--- src/rtl/hpdmc_initseq.sv ---
// hpdmc_initseq: DDR SDRAM power-up sequencer that masters the HPDMC CSR bank while busy.
// Define HPDMC_INITSEQ_IDELAY_EN to append an idelay_rst pulse write (reg3 <- 0x1).
module hpdmc_initseq #(
    parameter logic [3:0]  csr_addr    = 4'h0,
    parameter logic [15:0] init_wait   = 16'd20000,
    parameter logic [15:0] dll_wait    = 16'd200,
    parameter logic [3:0]  cmd_gap     = 4'd8,
    parameter logic [15:0] pll_timeout = 16'd50000,
    parameter logic [12:0] mr          = 13'h023,
    parameter logic [12:0] emr         = 13'h000,
    parameter logic [23:0] timing      = 24'h0509B1
) (
    input  logic        sys_clk,
    input  logic        sys_rst,
    input  logic        start,
    output logic [13:0] csr_a,
    output logic        csr_we,
    output logic [31:0] csr_di,
    input  logic [31:0] csr_do,
    output logic        busy,
    output logic        done,
    output logic        error
);
    // state  | meaning
    // IDLE   | bus released, waiting for start
    // POLL_A | reg3 address presented to the bank
    // POLL_L | bank read latency
    // POLL_S | pll_stat on csr_do[7:6] sampled
    // WAIT   | write issued, counting its post-write gap

    localparam logic [2:0] S_IDLE   = 3'd0;
    localparam logic [2:0] S_POLL_A = 3'd1;
    localparam logic [2:0] S_POLL_L = 3'd2;
    localparam logic [2:0] S_POLL_S = 3'd3;
    localparam logic [2:0] S_WAIT   = 3'd4;

`ifdef HPDMC_INITSEQ_IDELAY_EN
    localparam logic [3:0] NUM_STEPS = 4'd12;
`else
    localparam logic [3:0] NUM_STEPS = 4'd11;
`endif

    localparam logic [15:0] POLL_LOAD = (pll_timeout == 16'd0) ? 16'd0 : pll_timeout - 16'd1;

    logic [2:0]  r_state;
    logic [3:0]  r_step;
    logic [15:0] r_wait;
    logic [13:0] r_csr_a;
    logic        r_csr_we;
    logic [31:0] r_csr_di;
    logic        r_busy;
    logic        r_done;
    logic        r_error;

    logic [1:0]  w_step_reg;
    logic [31:0] w_step_data;
    logic [15:0] w_step_wait;
    logic        w_polling;
    logic        w_locked;
    logic        w_gap_done;
    logic        w_issue;
    logic        w_finish;
    logic        w_abort;
    logic        w_unused_do;

    assign w_unused_do = ^{csr_do[31:8], csr_do[5:0]};

    // r_step is both the index of the next write and the count of writes already issued.
    always_comb begin
        w_step_reg  = 2'd1;
        w_step_data = 32'd0;
        w_step_wait = {12'd0, cmd_gap};
        case (r_step)
            4'd0: begin
                w_step_reg  = 2'd0;
                w_step_data = 32'h0000_0003;
                w_step_wait = init_wait;
            end
            4'd1: begin
                w_step_reg  = 2'd0;
                w_step_data = 32'h0000_0007;
            end
            4'd2, 4'd5: w_step_data = 32'h0000_400B;
            4'd3:       w_step_data = {14'd0, 1'b1, emr, 4'hF};
            4'd4:       w_step_data = {15'd0, mr | 13'h100, 4'hF};
            4'd6, 4'd7: w_step_data = 32'h0000_000D;
            4'd8: begin
                w_step_data = {15'd0, mr, 4'hF};
                w_step_wait = dll_wait;
            end
            4'd9: begin
                w_step_reg  = 2'd2;
                w_step_data = {8'd0, timing};
            end
            4'd10: begin
                w_step_reg  = 2'd0;
                w_step_data = 32'h0000_0004;
            end
`ifdef HPDMC_INITSEQ_IDELAY_EN
            4'd11: begin
                w_step_reg  = 2'd3;
                w_step_data = 32'h0000_0001;
            end
`endif
            default: ;
        endcase
    end

    assign w_polling  = (r_state == S_POLL_A) || (r_state == S_POLL_L) || (r_state == S_POLL_S);
    assign w_locked   = (r_state == S_POLL_S) && (csr_do[7:6] == 2'b11);
    assign w_gap_done = (r_state == S_WAIT) && (r_wait == 16'd0);
    assign w_issue    = w_locked || (w_gap_done && (r_step != NUM_STEPS));
    assign w_finish   = w_gap_done && (r_step == NUM_STEPS);
    // A lock seen on the very last allowed poll cycle still counts as locked.
    assign w_abort    = w_polling && !w_locked && (r_wait == 16'd0);

    always_ff @(posedge sys_clk or posedge sys_rst) begin
        if (sys_rst) begin
            r_state  <= S_IDLE;
            r_step   <= 4'd0;
            r_wait   <= 16'd0;
            r_csr_a  <= 14'd0;
            r_csr_we <= 1'b0;
            r_csr_di <= 32'd0;
            r_busy   <= 1'b0;
            r_done   <= 1'b0;
            r_error  <= 1'b0;
        end else begin
            r_csr_we <= 1'b0;
            if (w_issue) begin
                r_csr_we <= 1'b1;
                r_csr_a  <= {csr_addr, 8'd0, w_step_reg};
                r_csr_di <= w_step_data;
                r_wait   <= w_step_wait;
                r_step   <= r_step + 4'd1;
                r_state  <= S_WAIT;
            end else if (w_finish || w_abort) begin
                r_state  <= S_IDLE;
                r_busy   <= 1'b0;
                r_done   <= w_finish;
                r_error  <= w_abort;
                r_csr_a  <= 14'd0;
                r_csr_di <= 32'd0;
            end else begin
                case (r_state)
                    S_IDLE: begin
                        if (start) begin
                            r_busy  <= 1'b1;
                            r_done  <= 1'b0;
                            r_error <= 1'b0;
                            r_step  <= 4'd0;
                            r_wait  <= POLL_LOAD;
                            r_csr_a <= {csr_addr, 8'd0, 2'd3};
                            r_state <= S_POLL_A;
                        end
                    end
                    S_POLL_A: begin
                        r_wait  <= r_wait - 16'd1;
                        r_state <= S_POLL_L;
                    end
                    S_POLL_L: begin
                        r_wait  <= r_wait - 16'd1;
                        r_state <= S_POLL_S;
                    end
                    S_POLL_S: begin
                        r_wait  <= r_wait - 16'd1;
                        r_state <= S_POLL_A;
                    end
                    S_WAIT:  r_wait <= r_wait - 16'd1;
                    default: r_state <= S_IDLE;
                endcase
            end
        end
    end

    assign csr_a  = r_csr_a;
    assign csr_we = r_csr_we;
    assign csr_di = r_csr_di;
    assign busy   = r_busy;
    assign done   = r_done;
    assign error  = r_error;

endmodule

--- config.mk ---
export PLATFORM = sky130hd
export DESIGN_NAME = hpdmc_initseq
export DESIGN_NICKNAME = d
export VERILOG_FILES = /design/src/rtl/hpdmc_initseq.sv
export SDC_FILE = /design/constraint.sdc
export NUM_CORES = 1
export LEC_CHECK = 0
export CORE_MARGIN = 1.5
export CORE_UTILIZATION = 45
export DETAILED_ROUTE_END_ITERATION = 16
export PLACE_DENSITY = 0.79
export SETUP_SLACK_MARGIN = 0.4
export SLEW_MARGIN = 30
export SYNTH_ARGS = -nofsm -noshare
export SYNTH_HDL_FRONTEND = slang
export SYNTH_SLANG_ARGS = --single-unit
--- constraint.sdc ---
create_clock -name sys_clk -period 4.3 [get_ports sys_clk]
set_input_delay 0.43 -clock sys_clk [delete_from_list [all_inputs] [get_ports sys_clk]]
set_output_delay 0.43 -clock sys_clk [all_outputs]
set_load 0.01 [all_outputs]
==> flow_metrics.env <==
export IMPL_status="completed"
export IMPL_via_per_inst=5.62
export IMPL_fin_setup_tns_ns=0
export IMPL_critPathCaptureType="flip-flop"
export IMPL_clock_root_buffer="clkbuf_8"
export IMPL_worst_setup_path_type="flip-flop to flip-flop"
export IMPL_start_kind="flip-flop"
export IMPL_htreeDepth=2
export IMPL_initial_utilization_pct=46.6
export IMPL_wl_per_cell_microns=13.9
export IMPL_met3_usage_pct=2.56
export IMPL_routabilityCongestion=0.925
export IMPL_routed_wl_mm=5.24
export IMPL_firstDrtPassIters=6
export IMPL_rows=27
export IMPL_hold_viol=0
export IMPL_multi_input_area_sq_um=1300
export IMPL_timing_slew_headroom_pct=51.3
export IMPL_yosys_most_used_dff="dfrtp_1"
export IMPL_grt_overflow=0
export IMPL_grt_pass1_wl_mm=8.69
export IMPL_syn_cell_area_sq_um=2560
export IMPL_chipHeight_microns=78.5
export IMPL_rsz0062_at_grt="false"
export IMPL_diodes=0
export IMPL_io_buffer_count=25
export IMPL_cp_max_fo=25
export IMPL_clockBufferDepth=2
export IMPL_grt_total_usage_pct=18.0
export IMPL_cts_buffers=5
export IMPL_grt_util_met2_pct=28.5
export IMPL_die_area_sq_um=6160
export IMPL_synth_top_cell_by_area="dfrtp_1"
export IMPL_max_freq_mhz=373
export IMPL_area_growth_pct=7.17
export IMPL_period_needed_ns=2.68
export IMPL_fp_coreArea_sq_um=5510
export IMPL_fin_util_pct=49.9
export IMPL_hold_buffers=0
export IMPL_cts_resized=0
export IMPL_drc=0
export IMPL_cts_sinks=39
export IMPL_dpl_hpwl_mm=3.62
export IMPL_post_route_period_util_pct=62.4
export IMPL_p_total_mw=1.64
export IMPL_mostFrequentLayoutCell="dfrtp_1"
export IMPL_power_density_nw_per_um2=596
export IMPL_hp_class="flip-flop to flip-flop"
export IMPL_cp_arrival_ns=2.86
export IMPL_ys_types=61
export IMPL_finalSetupViolCount=0
export IMPL_drive_gt1_share_pct=5.92
export IMPL_ys_seq_area_share_pct=38.0
export IMPL_synth_avg_cell_area_sq_um=8.78
export IMPL_grt_antenna_before_repair=0
export IMPL_busiest_layer="met2"
export IMPL_fin_area_sq_um=2750
export IMPL_clk_pin_slew_ns=0.08
export IMPL_ant_nets=0
export IMPL_fillCellCount=520
export IMPL_die_x_microns=78.5
export IMPL_cts_setup_buffers=0
export IMPL_required_ns=4.48
export IMPL_maxCapViolCount=0
export IMPL_layout_common_cells="dfrtp_1, conb_1, nand2_1"
export IMPL_ys_warn_count=0
export IMPL_grt_max_degree=40
export IMPL_regArea_sq_um=976
export IMPL_vias=2112
export IMPL_synth_async_sr_flop_share_pct=100
export IMPL_cts_tree="yes"
export IMPL_synth_top_area_share_pct=38.0
export IMPL_ir_drop_mv=0.255
export IMPL_place_area_sq_um=2670
export IMPL_p_leak_nw=1.20
export IMPL_first_iter_violations=197
export IMPL_whs_ns=0.491
export IMPL_use_met1_pct=24.2
export IMPL_drv_slew=0
export IMPL_ys_top_cells_by_area="dfrtp_1, buf_4, nand2_1"
export IMPL_finClkSkew_ns=0.00539
export IMPL_nets=344
export IMPL_grt_pass1_vias=1844
export IMPL_io_pins=85
export IMPL_clock_latency_ns=0.29
export IMPL_tightest_slew_ns=0.725
export IMPL_synth_cells=292
export IMPL_synth_enable_flop_cells=0
export IMPL_ys_ff_latch=39
-- state kept, by name (all words and copies together) (netlist names) --
register and cells:
r_wait 16, csr_di 10, r_step 4, r_state 3, csr_a 2, busy 1, csr_we 1, done 1
error 1
-- cell type report --
cell class | instances | share of cell area (%)
Multi-Input combinational cell | 221 | 47.2
Sequential cell | 39 | 35.5
Timing Repair Buffer | 27 | 9.65
Tap cell | 72 | 3.28
Clock buffer | 7 | 2.78
Inverter | 9 | 1.41
Clock inverter | 1 | 0.182
-- per-stage QoR --
step,instances,worst slack (ns)
after floorplan,320,2.34
after global placement,368,1.70
after detailed placement,368,1.64
after CTS,376,1.62
after global routing,376,1.43
final,376,1.62
-- final timing paths --
path	from	endpoint	slack, ns	cells after the start
max reg2reg	r_wait[0]	r_wait[14]	1.62	8
max	r_wait[0]	r_wait[14]	1.62	8
min in group asynchronous	sys_rst	busy	0.56	3
min	busy	busy	0.49	1
max in group asynchronous	sys_rst	r_step[0]	3.40	3
min reg2reg	busy	busy	0.49	1
-- cells in the mapped netlist (all sizes together) (2+ instances only) --
master / number
a21o: 2
o22ai: 3
xnor2: 3
and4: 2
a22o: 2
nor2: 24
nand2: 27
clkbuf: 5
buf: 46
ha: 6
o41ai: 2
nor4: 4
a311oi: 5
o31ai: 6
o21ai: 19
nand3: 13
dfrtp: 39
nor3: 11
nand4: 3
a21oi: 18
nor3b: 3
or3: 2
or3b: 2
o21a: 3
a31oi: 2
inv: 8
nor2b: 4
nand2b: 2
mux2i: 3
-- logic make-up after synthesis --
logic type / after synthesis / share of synthesized area, %
and+or+nand+nor: 104 / 20.7
AOI/OAI and AO/OA: 75 / 20.0
buffers and inverters: 60 / 15.5
DFF: 39 / 38.0
adders and majority gates: 6 / 2.93
muxes: 4 / 1.61
xor gates and xnor gates: 3 / 1.02
other: 1 / 0.146
-- worst max-delay path, cell delays in order, from the launching register on --
cell	delay, ns
dfrtp_1	0.44
inv_1	0.11
ha_1	0.15
nor4b_1	0.38
and4_1	0.51
a31oi_4	0.30
clkinv_4	0.25
o21ai_2	0.08
a221o_1	0.34
-- layer usage --
| metal | routed length [microns] | vias to the layer above |
|---|---|---|
| met5 | 0 | - |
| met4 | 91 | 0 |
| met3 | 345 | 7 |
| met2 | 2450 | 94 |
| met1 | 2360 | 1012 |
| li1 | - | 999 |
-- power breakdown --
group	leakage, nW	switching (mW)	internal (mW)
clock network	0.0422	0.127	0.114
logic	0.679	0.415	0.330
registers	0.477	0.166	0.488
(Power assumes the default switching activity.)
